### src/rtl/vga_pixpost_pkg.sv
// Shared types for the VGA pixel post-processor: mode encoding and checksum width.
package vga_pixpost_pkg;

    typedef enum logic [1:0] {
        MODE_PASS = 2'd0,
        MODE_INV  = 2'd1,
        MODE_REV  = 2'd2,
        MODE_BARS = 2'd3
    } mode_t;

    localparam int CKSUM_W = 32;

endpackage

### src/rtl/vga_pixel_post_sync_edge.sv
// Registered edge detector: lvl is the input delayed one cycle; asrt/deas pulse
// in the same cycle lvl first shows the new level (POL = active level).
module vga_sync_edge #(
    parameter logic POL = 1'b1
) (
    input  logic clk,
    input  logic reset_n,
    input  logic sig,
    output logic lvl,
    output logic asrt,
    output logic deas
);

    always_ff @(posedge clk) begin
        if (!reset_n) begin
            lvl  <= ~POL;
            asrt <= 1'b0;
            deas <= 1'b0;
        end else begin
            asrt <= (sig == POL) && (lvl != POL);
            deas <= (sig != POL) && (lvl == POL);
            lvl  <= sig;
        end
    end

endmodule

### src/rtl/vga_pixel_post.sv
// Two-stage pixel post-processor (pass/invert/reverse/bars) with x/y tracking.
// Optional frame checksum on o_cksum when VGA_PIXPOST_CKSUM_EN is defined.
module vga_pixel_post
    import vga_pixpost_pkg::*;
#(
    parameter int   CW       = 8,
    parameter int   NCH      = 3,
    parameter int   FW       = 13,
    parameter int   LW       = 11,
    parameter int   BARSHIFT = 6,
    parameter logic SYNC_POL = 1'b0
) (
    input  logic                  i_clk,
    input  logic                  i_reset_n,
    input  logic [1:0]            i_mode,
    input  logic                  i_hsync,
    input  logic                  i_vsync,
    input  logic                  i_de,
    input  logic [NCH*CW-1:0]     i_pix,
    output logic                  o_hsync,
    output logic                  o_vsync,
    output logic                  o_de,
    output logic [NCH*CW-1:0]     o_pix,
    output logic [FW-1:0]         o_x,
    output logic [LW-1:0]         o_y,
    output logic                  o_frame_start,
    output logic [CKSUM_W-1:0]    o_cksum
);

    localparam int PW = NCH * CW;

    logic                     s1_hs;
    logic [NCH-1:0][CW-1:0]   s1_pix;
    mode_t                    s1_mode;
    logic                     s1_vs, vs_asrt, unused_vs_deas;
    logic                     s1_de, de_fall, unused_de_rise;

    vga_sync_edge #(.POL(SYNC_POL)) u_vs_edge (
        .clk(i_clk), .reset_n(i_reset_n), .sig(i_vsync),
        .lvl(s1_vs), .asrt(vs_asrt), .deas(unused_vs_deas)
    );

    vga_sync_edge #(.POL(1'b1)) u_de_edge (
        .clk(i_clk), .reset_n(i_reset_n), .sig(i_de),
        .lvl(s1_de), .asrt(unused_de_rise), .deas(de_fall)
    );

    mode_t                  mode_q, mode_use;
    logic [FW-1:0]          x_cnt, x_pix;
    logic [LW-1:0]          y_cnt, y_pix;
    logic [2:0]             bar;
    logic [NCH-1:0][CW-1:0] pix_out;

    // A pixel arriving with the vsync edge already belongs to the new frame.
    always_comb begin
        x_pix    = vs_asrt ? '0 : x_cnt;
        y_pix    = vs_asrt ? '0 : y_cnt;
        mode_use = vs_asrt ? s1_mode : mode_q;
    end

    assign bar = 3'(x_pix >> BARSHIFT);

    for (genvar k = 0; k < NCH; k++) begin : g_ch
        assign pix_out[k] = (mode_use == MODE_INV)  ? ~s1_pix[k] :
                            (mode_use == MODE_REV)  ? s1_pix[NCH-1-k] :
                            (mode_use == MODE_BARS) ? {CW{bar[k % 3]}} :
                                                      s1_pix[k];
    end

    always_ff @(posedge i_clk) begin
        if (!i_reset_n) begin
            s1_hs         <= ~SYNC_POL;
            s1_pix        <= '0;
            s1_mode       <= MODE_PASS;
            o_hsync       <= ~SYNC_POL;
            o_vsync       <= ~SYNC_POL;
            o_de          <= 1'b0;
            o_pix         <= '0;
            o_x           <= '0;
            o_y           <= '0;
            o_frame_start <= 1'b0;
            mode_q        <= MODE_PASS;
            x_cnt         <= '0;
            y_cnt         <= '0;
        end else begin
            s1_hs         <= i_hsync;
            s1_pix        <= i_pix;
            s1_mode       <= mode_t'(i_mode);
            o_hsync       <= s1_hs;
            o_vsync       <= s1_vs;
            o_de          <= s1_de;
            o_pix         <= s1_de ? pix_out : '0;
            o_x           <= x_pix;
            o_y           <= y_pix;
            o_frame_start <= vs_asrt;
            if (vs_asrt)
                mode_q <= s1_mode;
            // Counters saturate; the vsync clear takes priority over a DE fall.
            if (vs_asrt) begin
                x_cnt <= FW'(s1_de);
                y_cnt <= '0;
            end else if (de_fall) begin
                x_cnt <= '0;
                if (~&y_cnt)
                    y_cnt <= y_cnt + LW'(1);
            end else if (s1_de && ~&x_cnt) begin
                x_cnt <= x_cnt + FW'(1);
            end
        end
    end

`ifdef VGA_PIXPOST_CKSUM_EN
    logic [PW-1:0]      pix_flat;
    logic [CKSUM_W-1:0] pix_ext, acc;

    assign pix_flat = pix_out;
    assign pix_ext  = s1_de ? CKSUM_W'(pix_flat) : '0;

    always_ff @(posedge i_clk) begin
        if (!i_reset_n) begin
            acc     <= '0;
            o_cksum <= '0;
        end else if (vs_asrt) begin
            o_cksum <= acc;
            acc     <= pix_ext;
        end else begin
            acc <= acc + pix_ext;
        end
    end
`else
    assign o_cksum = '0;
`endif

endmodule

### config.mk
export PLATFORM = sky130hd
export DESIGN_NAME = vga_pixel_post
export DESIGN_NICKNAME = d
export VERILOG_FILES = /design/src/rtl/vga_pixpost_pkg.sv /design/src/rtl/vga_pixel_post_sync_edge.sv /design/src/rtl/vga_pixel_post.sv
export SDC_FILE = /design/constraint.sdc
export NUM_CORES = 1
export LEC_CHECK = 0
export BUFFER_PORTS_ARGS = -buffer_cell sky130_fd_sc_hd__buf_4
export CORE_AREA = 4 4 109 90
export CTS_CLUSTER_DIAMETER = 80
export DETAILED_ROUTE_END_ITERATION = 12
export DIE_AREA = 0 0 113 94
export GPL_TIMING_DRIVEN = 0
export PLACE_DENSITY = 0.8
export SYNTH_ARGS = -nofsm -noshare
export SYNTH_HDL_FRONTEND = slang
export SYNTH_SLANG_ARGS = --single-unit
### constraint.sdc
create_clock -name i_clk -period 2.2 [get_ports i_clk]
set_clock_uncertainty 0.15 [all_clocks]
set_input_delay 0.33 -clock i_clk [delete_from_list [all_inputs] [get_ports i_clk]]
set_output_delay 0.33 -clock i_clk [all_outputs]
set_load 0.005 [all_outputs]
==> metrics.md <==
| Metric | Value |
|---|---|
| Status | finished clean |
| Number of global-route vias before repair | 3131 |
| Reg2reg path depth | 5 |
| Skew-Pair Late Insertion Delay | 0.36 ns |
| Commonest non-fill, non-tap cell in the layout | buf_4 |
| Wire per inst | 12.9 um |
| Seq cells post-synth | 109 |
| First-pass GRT wire length | 14.3 mm |
| Final HPWL DP | ~6.6 mm |
| Post-synth ARST share | 0% |
| Hold Vio Cnt, Final | 0 |
| Ports | 115 |
| Max-cap violations | 0 |
| R2r endpoint | o_pix[19] |
| First-pass DRT Iterations | 4 |
| DR vias | 3319 |
| CTS H-tree depth | 3 |
| Cells after DPL | 664 |
| Synth-to-layout area growth | 27.6% |
| Die Wd | around 110 um |
| RSZ-0062 raised after global routing | no |
| FF-to-FF setup slack | 0.35 ns |
| Cells after synthesis | 436 |
| Vias per cell | 4.81 |
| Most frequent cells in the layout | 117 x buf_4, 109 x dfxtp_1, 58 x and2_1 |
| WS Path Type | reg -> reg |
| Synth cell types | 65 |
| Antenna violations before repair | 0 |
| Setup tns final | 0 ns |
| Hold Crit Start | i_pix[16] |
| Leakage power | 2.43 nW |
| CTS tree | yes |
| # nets final | 603 |
| Hold worst-path end | s1_pix[16] |
| Synthesized area per cell | 9.80 um2 |
| Register area share after synthesis | between 50% and 60% |
| Routability cong. | 0.860 |
| Die Y | 94 um |
| Synthesized area | ~0.0043 mm2 |
| Power, Total | 0.00360 W |
| Worst VDD drop | around 0.31 mV |
| Top cell type's share of synthesized area | 51.1% |
| CTS Buf Count | 9 |
| Routed Antenna Nets | 0 |
| Post-layout min period | 1.85 ns |
| Max Fanout on Critical Path | 10 |
| # rows | 31 |
| # port buffers | 82 |
| Die Area | between 0.01 and 0.015 mm2 |
| Clock Path Buffers | 2 |
| DRC viols | 0 |
| Yosys top cell by area | dfxtp_1 |
| Total Routing Usage GR | approximately 17% |
| PD cells | between 600 and 700 mW/mm2 |
| Hold path depth | 2 |
| Clk slew on worst S/H paths | roughly 0.1 ns |
| Max Freq | 540 MHz |
| Yosys warning count | 0 |
| Final Max Tran Viols | 0 |
| CTS Sinks | between 100 and 150 |
| # diodes | 0 |
| Final setup fails | 0 |
| Routed wire length | 8.94 mm |
| Critical path required time | 2.27 ns |
| Initial core utilization | 48.5% |
| WP data arrival | 1.93 ns |
| Startpoint Class | flop |
| Synth top area cells | dfxtp_1 51%, and2_1 8.5%, buf_4 6.1%, nor2_1 2.9%, a21oi_1 2.7% |
| Worst r2r src | u_vs_edge.asrt |
| Layout cell share with drive strength beyond 1 | between 20% and 30% |
| Largest net degree at the start of global routing | 20 |
| Period utilisation layout | 84.2% |
| Global route overflow | 0 |
| Clock root buffer | clkbuf_8 |
| Hold crit path type | in -> reg |
| DRT iter0 DRCs | 130 |
| EDFF count, synth | 0 |
| Core box area | 0.00880 mm2 |
| Most used flip-flop cell after synthesis | dfxtp_1 |
| Non-Filler Instances | 690 |
| CP Capture Type | flop |
[synthesized netlist by cell type, types with 2 or more instances]
| cell | instances |
|---|---|
| a2111oi_1 | 4 |
| a21oi_1 | 23 |
| a21oi_2 | 2 |
| a31oi_1 | 3 |
| and2_1 | 58 |
| and3_1 | 3 |
| buf_2 | 6 |
| buf_4 | 35 |
| clkbuf_1 | 9 |
| dfxtp_1 | 109 |
| ha_1 | 2 |
| inv_1 | 6 |
| mux2i_1 | 11 |
| nand2_1 | 29 |
| nand2b_1 | 7 |
| nand3_1 | 3 |
| nand3b_1 | 2 |
| nand4_1 | 2 |
| nor2_1 | 33 |
| nor2b_1 | 3 |
| nor3_1 | 4 |
| o211ai_1 | 3 |
| o21a_1 | 3 |
| o21ai_0 | 15 |
| o21ai_1 | 2 |
| o221ai_1 | 3 |
| o22a_1 | 8 |
| o31ai_1 | 4 |
| or3_1 | 3 |
| or4_1 | 3 |
| xor2_1 | 4 |
[repair_timing]
| action | CTS | global route |
|---|---|---|
| hold buffers | 5 | 5 |
| gates resized for setup | 0 | 0 |
| hold endpoints to repair | 5 | 5 |
| buffers inserted | 0 | 0 |
[worst max-delay path by stage]
stage                              start   endpoint  slack, ns  cells after the start
after floorplan                 x_cnt[0]   x_cnt[0]       0.54                      5
after CTS                 u_vs_edge.asrt  o_pix[19]       0.35                      5
after global routing      u_vs_edge.asrt  o_pix[19]       0.18                      5
final                     u_vs_edge.asrt  o_pix[19]       0.35                      5
after global placement         i_reset_n  o_pix[18]       0.37                      5
after detailed placement       i_reset_n  o_pix[16]       0.31                      5
[layer usage]
metal / vias to the layer above / GRT usage, % / share of wire [%]
li1: 1704 / - / -
met1: 1521 / 20.4 / 44
met2: 88 / 28.2 / 49
met3: 6 / 5.41 / 5.6
met4: 0 / 5.51 / 0.56
met5: - / 0 / 0
[where the power goes]
group / switching [W] / internal (W) / total (W)
Sequential: 0.0000288 / 0.00202 / 0.00205
Combinational: 0.000143 / 0.000171 / 0.000314
Clock: 0.000687 / 0.000545 / 0.00123
[kinds of logic (layout without fill, tap and decap cells)]
| logic type | Yosys count | count (layout) | synth area share, % |
|---|---|---|---|
| AOI/OAI and AO/OA | 82 | 82 | 13.3 |
| xor gates and xnor gates | 4 | 4 | 0.820 |
| adders and majority gates | 2 | 2 | 0.585 |
| buffers and inverters | 57 | 165 | 8.26 |
| DFF | 109 | 109 | 51.1 |
| muxes | 13 | 13 | 3.10 |
| other | 1 | 32 | 0.0877 |
| and+or+nand+nor | 168 | 168 | 22.8 |
[critical path: stages, from the launching register on]
cell,delay (ns)
dfxtp_1,0.32
buf_2,0.17
nand2b_1,0.15
o21ai_1,0.13
clkbuf_1,0.26
a2111oi_0,0.54
[sequential cells by signal, indices dropped and copies added, names as in the netlist, 2 cells and up]
name / cells
y_cnt: 11
o_x: 13
s1_mode: 2
o_y: 11
o_pix: 24
s1_pix: 24
x_cnt: 13
mode_q: 2
[per-stage QoR]
stage	worst slack [ns]	instance area [um2]	util, %	hold WS (ns)
after global routing	0.179	5450	61.9	-0.000942
after floorplan	0.537	4390	-	0.236
final	0.349	5450	61.9	0.0176
after CTS	0.355	5400	61.4	0.00104
after detailed placement	0.314	5150	58.5	0.259
after global placement	0.368	5150	58.5	0.256
[layout make-up]
type | count | area [um2]
Timing Repair Buffer | 92 | 716
Inverter | 6 | 22.5
Sequential cell | 109 | 2180
Buffer | 51 | 330
Clock inverter | 7 | 80.1
Tap cell | 115 | 144
Clock buffer | 9 | 124
Fill cell | 737 | 3350
Multi-Input combinational cell | 301 | 1860
No activity file was read; power rests on OpenSTA's default activity.
